--- src/rtl/mips_pkg.sv ---
// mips_pkg: constants and types shared by the MIPS datapath blocks
// (register file, ALU, decoder, writeback mux).
package mips_pkg;

  localparam int DEFAULT_DATA_W = 32;
  localparam int DEFAULT_ADDR_W = 5;
  localparam int NUM_REGS       = 2 ** DEFAULT_ADDR_W;

  // Index of the hard-wired zero register $0.
  localparam logic [DEFAULT_ADDR_W-1:0] REG_ZERO = '0;

  typedef logic [DEFAULT_ADDR_W-1:0] reg_idx_t;
  typedef logic [DEFAULT_DATA_W-1:0] word_t;

endpackage : mips_pkg

--- src/rtl/reg_file_read_port.sv ---
// reg_file_read_port: one combinational read port of the register file.
// Selects an entry from the array and forces $0 to read as zero.
// Optional macro REG_FILE_BYPASS_EN adds write-through from the write
// port when it targets the same (non-zero) index in the same cycle.
module reg_file_read_port
  import mips_pkg::*;
#(
  parameter int DATA_W = DEFAULT_DATA_W,
  parameter int ADDR_W = DEFAULT_ADDR_W
) (
  input  logic [DATA_W-1:0] regs [2**ADDR_W],
  input  logic [ADDR_W-1:0] addr,
`ifdef REG_FILE_BYPASS_EN
  input  logic [ADDR_W-1:0] a3,
  input  logic              we3,
  input  logic [DATA_W-1:0] wd3,
`endif
  output logic [DATA_W-1:0] rdata
);

  logic addr_is_zero;

  assign addr_is_zero = (addr == ADDR_W'(REG_ZERO));

  // Array select, optional write-through, then $0 forcing (highest priority).
  always_comb begin
    // NOTE: assign a default before any conditional so no path leaves rdata
    // unassigned; otherwise synthesis infers a latch.
    rdata = regs[addr];
`ifdef REG_FILE_BYPASS_EN
    if (we3 && (a3 != ADDR_W'(REG_ZERO)) && (a3 == addr)) begin
      rdata = wd3;
    end
`endif
    if (addr_is_zero) begin
      rdata = '0;
    end
  end

endmodule : reg_file_read_port

--- src/rtl/reg_file.sv ---
// reg_file: three-port MIPS architectural register file.
// Two combinational read ports (rd1/rd2), one write port clocked on the
// rising edge, $0 hard-wired to zero, whole array cleared on async reset.
// Optional macro REG_FILE_BYPASS_EN: same-cycle write-through to reads.
module reg_file
  import mips_pkg::*;
#(
  parameter int DATA_W = DEFAULT_DATA_W,
  parameter int ADDR_W = DEFAULT_ADDR_W
) (
  input  logic              clk,
  input  logic              rst,
  input  logic [ADDR_W-1:0] a1,
  input  logic [ADDR_W-1:0] a2,
  input  logic [ADDR_W-1:0] a3,
  input  logic              we3,
  input  logic [DATA_W-1:0] wd3,
  output logic [DATA_W-1:0] rd1,
  output logic [DATA_W-1:0] rd2
);

  localparam int DEPTH = 2 ** ADDR_W;

  logic [DATA_W-1:0] regs [DEPTH];
  logic              wr_en;

  // Writes to $0 are dropped here so the stored entry 0 stays zero.
  assign wr_en = we3 && (a3 != ADDR_W'(REG_ZERO));

  // Storage: asynchronous clear of every entry, otherwise single-port write.
  always_ff @(posedge clk or posedge rst) begin
    if (rst) begin
      // NOTE: the array is reset on purpose: software relies on every
      // register reading zero after reset, so this cannot map to a plain
      // RAM macro; the for-loop unrolls into per-entry clears.
      for (int i = 0; i < DEPTH; i++) begin
        // NOTE: non-blocking assignment for sequential state so every flop
        // samples pre-edge values, independent of statement order.
        regs[i] <= '0;
      end
    end else if (wr_en) begin
      regs[a3] <= wd3;
    end
  end

  reg_file_read_port #(
    .DATA_W (DATA_W),
    .ADDR_W (ADDR_W)
  ) u_rd_port1 (
    .regs  (regs),
    .addr  (a1),
`ifdef REG_FILE_BYPASS_EN
    .a3    (a3),
    .we3   (we3),
    .wd3   (wd3),
`endif
    .rdata (rd1)
  );

  reg_file_read_port #(
    .DATA_W (DATA_W),
    .ADDR_W (ADDR_W)
  ) u_rd_port2 (
    .regs  (regs),
    .addr  (a2),
`ifdef REG_FILE_BYPASS_EN
    .a3    (a3),
    .we3   (we3),
    .wd3   (wd3),
`endif
    .rdata (rd2)
  );

endmodule : reg_file
--- config.mk ---
export PLATFORM = sky130hd
export DESIGN_NAME = reg_file
export DESIGN_NICKNAME = d
export VERILOG_FILES = /design/src/rtl/mips_pkg.sv /design/src/rtl/reg_file_read_port.sv /design/src/rtl/reg_file.sv
export SDC_FILE = /design/constraint.sdc
export NUM_CORES = 2
export LEC_CHECK = 0
export CORE_MARGIN = 5
export CORE_UTILIZATION = 50
export CTS_CLUSTER_DIAMETER = 80
export DETAILED_ROUTE_END_ITERATION = 12
export GPL_ROUTABILITY_DRIVEN = 1
export PLACE_DENSITY = 0.76
export SLEW_MARGIN = 20
export SYNTH_ARGS = -nofsm -noshare
export SYNTH_HDL_FRONTEND = slang
export SYNTH_SLANG_ARGS = --single-unit
--- constraint.sdc ---
create_clock -name clk -period 35 [get_ports clk]
set_input_delay 7 -clock clk [delete_from_list [all_inputs] [get_ports clk]]
set_output_delay 7 -clock clk [all_outputs]
set_load 0.01 [all_outputs]
==> impl.org <==
** Worst setup path
- Endpoint kind of the worst setup timing path :: output port
- In this run the critical register-to-register path is launched from regs[506].
- Depth of the most critical reg-to-reg path :: 1
- STA puts the critical path data required time at 28,000 ps.
- Worst EP arrival :: 11,610 ps
- The endpoint identified for the worst register-to-register timing path is regs[506].
- Of all nets on the critical path, the largest fanout is 82.
- Across all register-to-register paths, the minimum setup slack is 34,180 ps.
- Element type at the critical path start :: primary input
- Type of the worst setup path :: primary input to output port

** Logic synthesis
- The cell count after synthesis came out at 3,580.
- A synthesized cell averages 15.18 um^2.
- Cell variety after synth :: 35
- After synthesis, the share of flip-flops with an asynchronous set or reset is 1.000.
- The Yosys step of the flow raised 0 warnings.
- Number of register bits inferred by synthesis :: 1,024
- Share of the yosys chip area belonging to registers :: 0.4714
- Post-Syn Area :: 54,360 um^2
- Summed over all instances, the cell type with the most area after synthesis is sky130_fd_sc_hd__dfrtp_1.
- EDFF count, synth :: 0
- By area the synthesized netlist is led by sky130_fd_sc_hd__dfrtp_1 (47%), sky130_fd_sc_hd__mux2_2 (21%), sky130_fd_sc_hd__mux4_2 (19%).
- The number of nets handed over by synthesis was 3,630.
- By count the netlist is led by sky130_fd_sc_hd__dfrtp_1 (1,024), sky130_fd_sc_hd__mux2_2 (1,024), sky130_fd_sc_hd__mux4_2 (448).
- Area fraction of the dominant cell type after synthesis :: 0.4714
- Predominant post-synthesis flop cell :: sky130_fd_sc_hd__dfrtp_1

** Cells and area
- From synthesis to final layout, the design area changed by 9.704%.
- Max reg flops :: 1,024
- Net count of the finished layout :: 3,507
- Largest registers :: regs (1024)
- The count of cells in the finished layout, fillers not included, comes to 4,958.
- Post-Layout Inst Area :: 59,640 um^2
- Register with the most flip-flops :: regs
- The layout has 8,509 filler cells.
- Proportion of layout cells with a drive suffix above 1 :: 0.5031

** Drt
- The detail route stage leaves a number of antenna-violating nets equal to 0.
- Wire length per cell after detailed routing :: 34.13 um
- After the first detailed-routing iteration, the DRC count stood at 4,021.
- Across all layers, the routed design uses 35,410 vias.
- The pre-antenna-repair detailed-routing pass consisted of 6 iterations.
- The routed design has 169,200 um of wire.
- In the routed design, unresolved DRC markers number 0.
- Using the TritonRoute via totals, the vias-per-cell ratio works out to 7.141.

** CTS
- CTS tree :: yes
- PostCTS Resize Cnt :: 0
- After clock tree synthesis, the clock-pin slew on the worst setup and hold paths is 60 ps.
- Total of hold buffers inserted after clock tree synthesis :: 0
- Clock tree synthesis inserted a total of 103 buffers.
- The clock passes through at most 3 buffers.
- The clock reaches the later pin of the worst-skew pair after 670 ps.
- Root Driver :: sky130_fd_sc_hd__clkbuf_16
- Total clock sinks :: 1,024
- In this run the number of H-tree levels came out at 3.
- Once the clock tree was built, the setup fixing pass inserted 0 buffers.

** Power
- Combinational share of power :: 0.203
- For this design the static power due to leakage is 25.49 nW.
- Clock share of power :: 0.336
- In this run the power density over the cells is 57.49 nW/um^2.
- Of the total power, registers draw 0.462.
- Switching share of total power :: 0.2703
- Net switching power :: 0.0009267 W
- Peak supply drop :: 0.00004520 V
- Power Total :: 0.003429 W
- The internal power of the cells totals 0.002502 W.

** STA
- Setup TNS :: 0 ps
- Slew Viols, Final :: 0
- The routed design could run at a clock period as short as 18,610 ps.
- Final hold violation count :: 0
- The tightest hold path in the finished design has a slack of 397.4 ps.
- For this run, the top clock speed supported by timing is 53.75 MHz.
- Actual transition at the worst max-transition pin :: 1096 ps
- Setup repair after global routing left no endpoint under its margin.
- Measured against its own limit, the worst slew margin works out to 0.2670.
- Setup violations remaining at the end of the flow were counted as 0.
- Final clock skew :: 0 ps
- Final clock period utilization by the worst path :: 0.5316

** Floorplan
- Floorplan core area :: 108,400 um^2
- IO Count :: 114
- Initial Utilization :: 0.5015
- Horizontal die dimension :: 339.7 um
- The floorplan has 121 rows.
- The die covers 115,400 um^2.
- Measured along the y axis, the die boundary spans 339.7 um.

** Run status
- Status :: finished clean

** Global routing
- The number of global-route vias before repair was 36,410.
- Initial antenna violation count :: 6
- GR Util All Layers :: 0.2910
- Grt ovf :: 0
- Entering global routing, the biggest net connects 152 pins.
- Wire length of the first global-routing pass :: 250,600 um

** Place
- Placed standard-cell area :: 56,110 um^2
- Final GP Congestion :: 0.8136
- Input and output buffers added on the ports amount to 113.
- DPL Wire Length :: 88,870 um
- Counting tap cells, the placed design contains a total of 4,766 instances.

** Min path
- The worst hold path was traced through 0 stages.
- The path with the worst hold slack has its endpoint at regs[993].
- Path type of the worst min-delay path :: register to register
- Hold Path Origin :: regs[993]

** Flow run
- Number of violations of the max-capacitance limit :: 0
[worst max-delay path by stage]
stage               depth (start not counted)  startpoint  slack (ps)      end
global route                                8       a1[0]       16410  rd1[26]
finish                                      8       a2[2]       16390  rd2[28]
global placement                            8       a2[2]       16640  rd2[28]
floorplan                                   1         rst       13890  regs[0]
CTS                                         8       a2[2]       16550  rd2[26]
detailed placement                          8       a2[2]       16610  rd2[28]
[layout by cell type (no fill, tap or decap), types with 7 or more instances in the layout]
cell	synthesis	routed
sky130_fd_sc_hd__o21ai_0	55	55
sky130_fd_sc_hd__a311oi_1	32	32
sky130_fd_sc_hd__buf_2	96	7
sky130_fd_sc_hd__a22oi_1	64	64
sky130_fd_sc_hd__a211oi_1	32	32
sky130_fd_sc_hd__a221o_1	32	32
sky130_fd_sc_hd__clkinv_2	0	18
sky130_fd_sc_hd__nor2_4	0	19
sky130_fd_sc_hd__dfrtp_1	1024	1024
sky130_fd_sc_hd__bufinv_16	0	7
sky130_fd_sc_hd__clkdlybuf4s50_1	0	100
sky130_fd_sc_hd__o2111ai_1	18	18
sky130_fd_sc_hd__clkbuf_1	219	23
sky130_fd_sc_hd__a31oi_1	32	32
sky130_fd_sc_hd__mux2i_1	192	192
sky130_fd_sc_hd__a221oi_1	46	46
sky130_fd_sc_hd__mux4_2	448	448
sky130_fd_sc_hd__nand2_2	0	9
sky130_fd_sc_hd__clkbuf_8	0	28
sky130_fd_sc_hd__clkbuf_16	0	108
sky130_fd_sc_hd__nor2b_1	37	32
sky130_fd_sc_hd__nand2_1	52	37
sky130_fd_sc_hd__o21ai_1	23	23
sky130_fd_sc_hd__buf_4	40	77
sky130_fd_sc_hd__mux2_2	1024	1024
[cells by family (layout without fill, tap and decap cells)]
family,after synthesis,in the layout,synth area share
multiplexers,1664,1664,0.4331
flip-flops,1024,1024,0.4714
buffers and inverters,424,384,0.03786
AO/OA/AOI/OAI,334,334,0.04548
AND/OR/NAND/NOR,134,134,0.01220
other,0,4,0
[cell type report]
type / instances / area [um^2] / area share
Tap cell: 1414 / 1769 / 0.02967
Timing Repair Buffer: 193 / 1757 / 0.02946
Clock buffer: 159 / 3174 / 0.05323
Multi-Input combinational cell: 2132 / 26940 / 0.4517
Clock inverter: 29 / 342.8 / 0.005749
Sequential cell: 1024 / 25620 / 0.4297
Antenna cell: 4 / 10.01 / 0.0001678
Inverter: 3 / 20.02 / 0.0003357
[critical path, cell delays in order]
cell                              delay [ps]
sky130_fd_sc_hd__buf_8                   540
sky130_fd_sc_hd__buf_4                   900
sky130_fd_sc_hd__buf_4                   900
sky130_fd_sc_hd__mux2i_1                 220
sky130_fd_sc_hd__a221oi_1                320
sky130_fd_sc_hd__o21ai_0                 170
sky130_fd_sc_hd__a311oi_1                710
sky130_fd_sc_hd__clkdlybuf4s50_1         700
[metrics by stage]
stage            util  worst slack (ps)
6_report       0.5502             16390
2_1_floorplan       -             13890
3_5_place_dp   0.5176             16610
5_1_grt        0.5501             16410
4_1_cts        0.5501             16550
3_3_place_gp   0.5177             16640
[routing by layer]
metal / wire length, um / part of all wire / track usage / up-vias
li1: - / - / - / 13720
met1: 65850 / 0.39 / 0.3948 / 19000
met2: 76140 / 0.45 / 0.4367 / 2154
met3: 18610 / 0.11 / 0.08848 / 526
met4: 8561 / 0.051 / 0.1298 / 6
met5: 45 / 0.00027 / 0 / -
[power by group through the flow]
stage / logic (W) / registers, W / clock network (W)
final: 0.000695 / 0.00158 / 0.00115
after global routing: 0.000744 / 0.00161 / 0.00121
after CTS: 0.000693 / 0.00157 / 0.00116
after detailed placement: 0.000689 / 0.00159 / 0
after global placement: 0.000670 / 0.00158 / 0
after floorplan: 0.000548 / 0.00154 / 0
No activity file was read; power rests on OpenSTA's default activity.
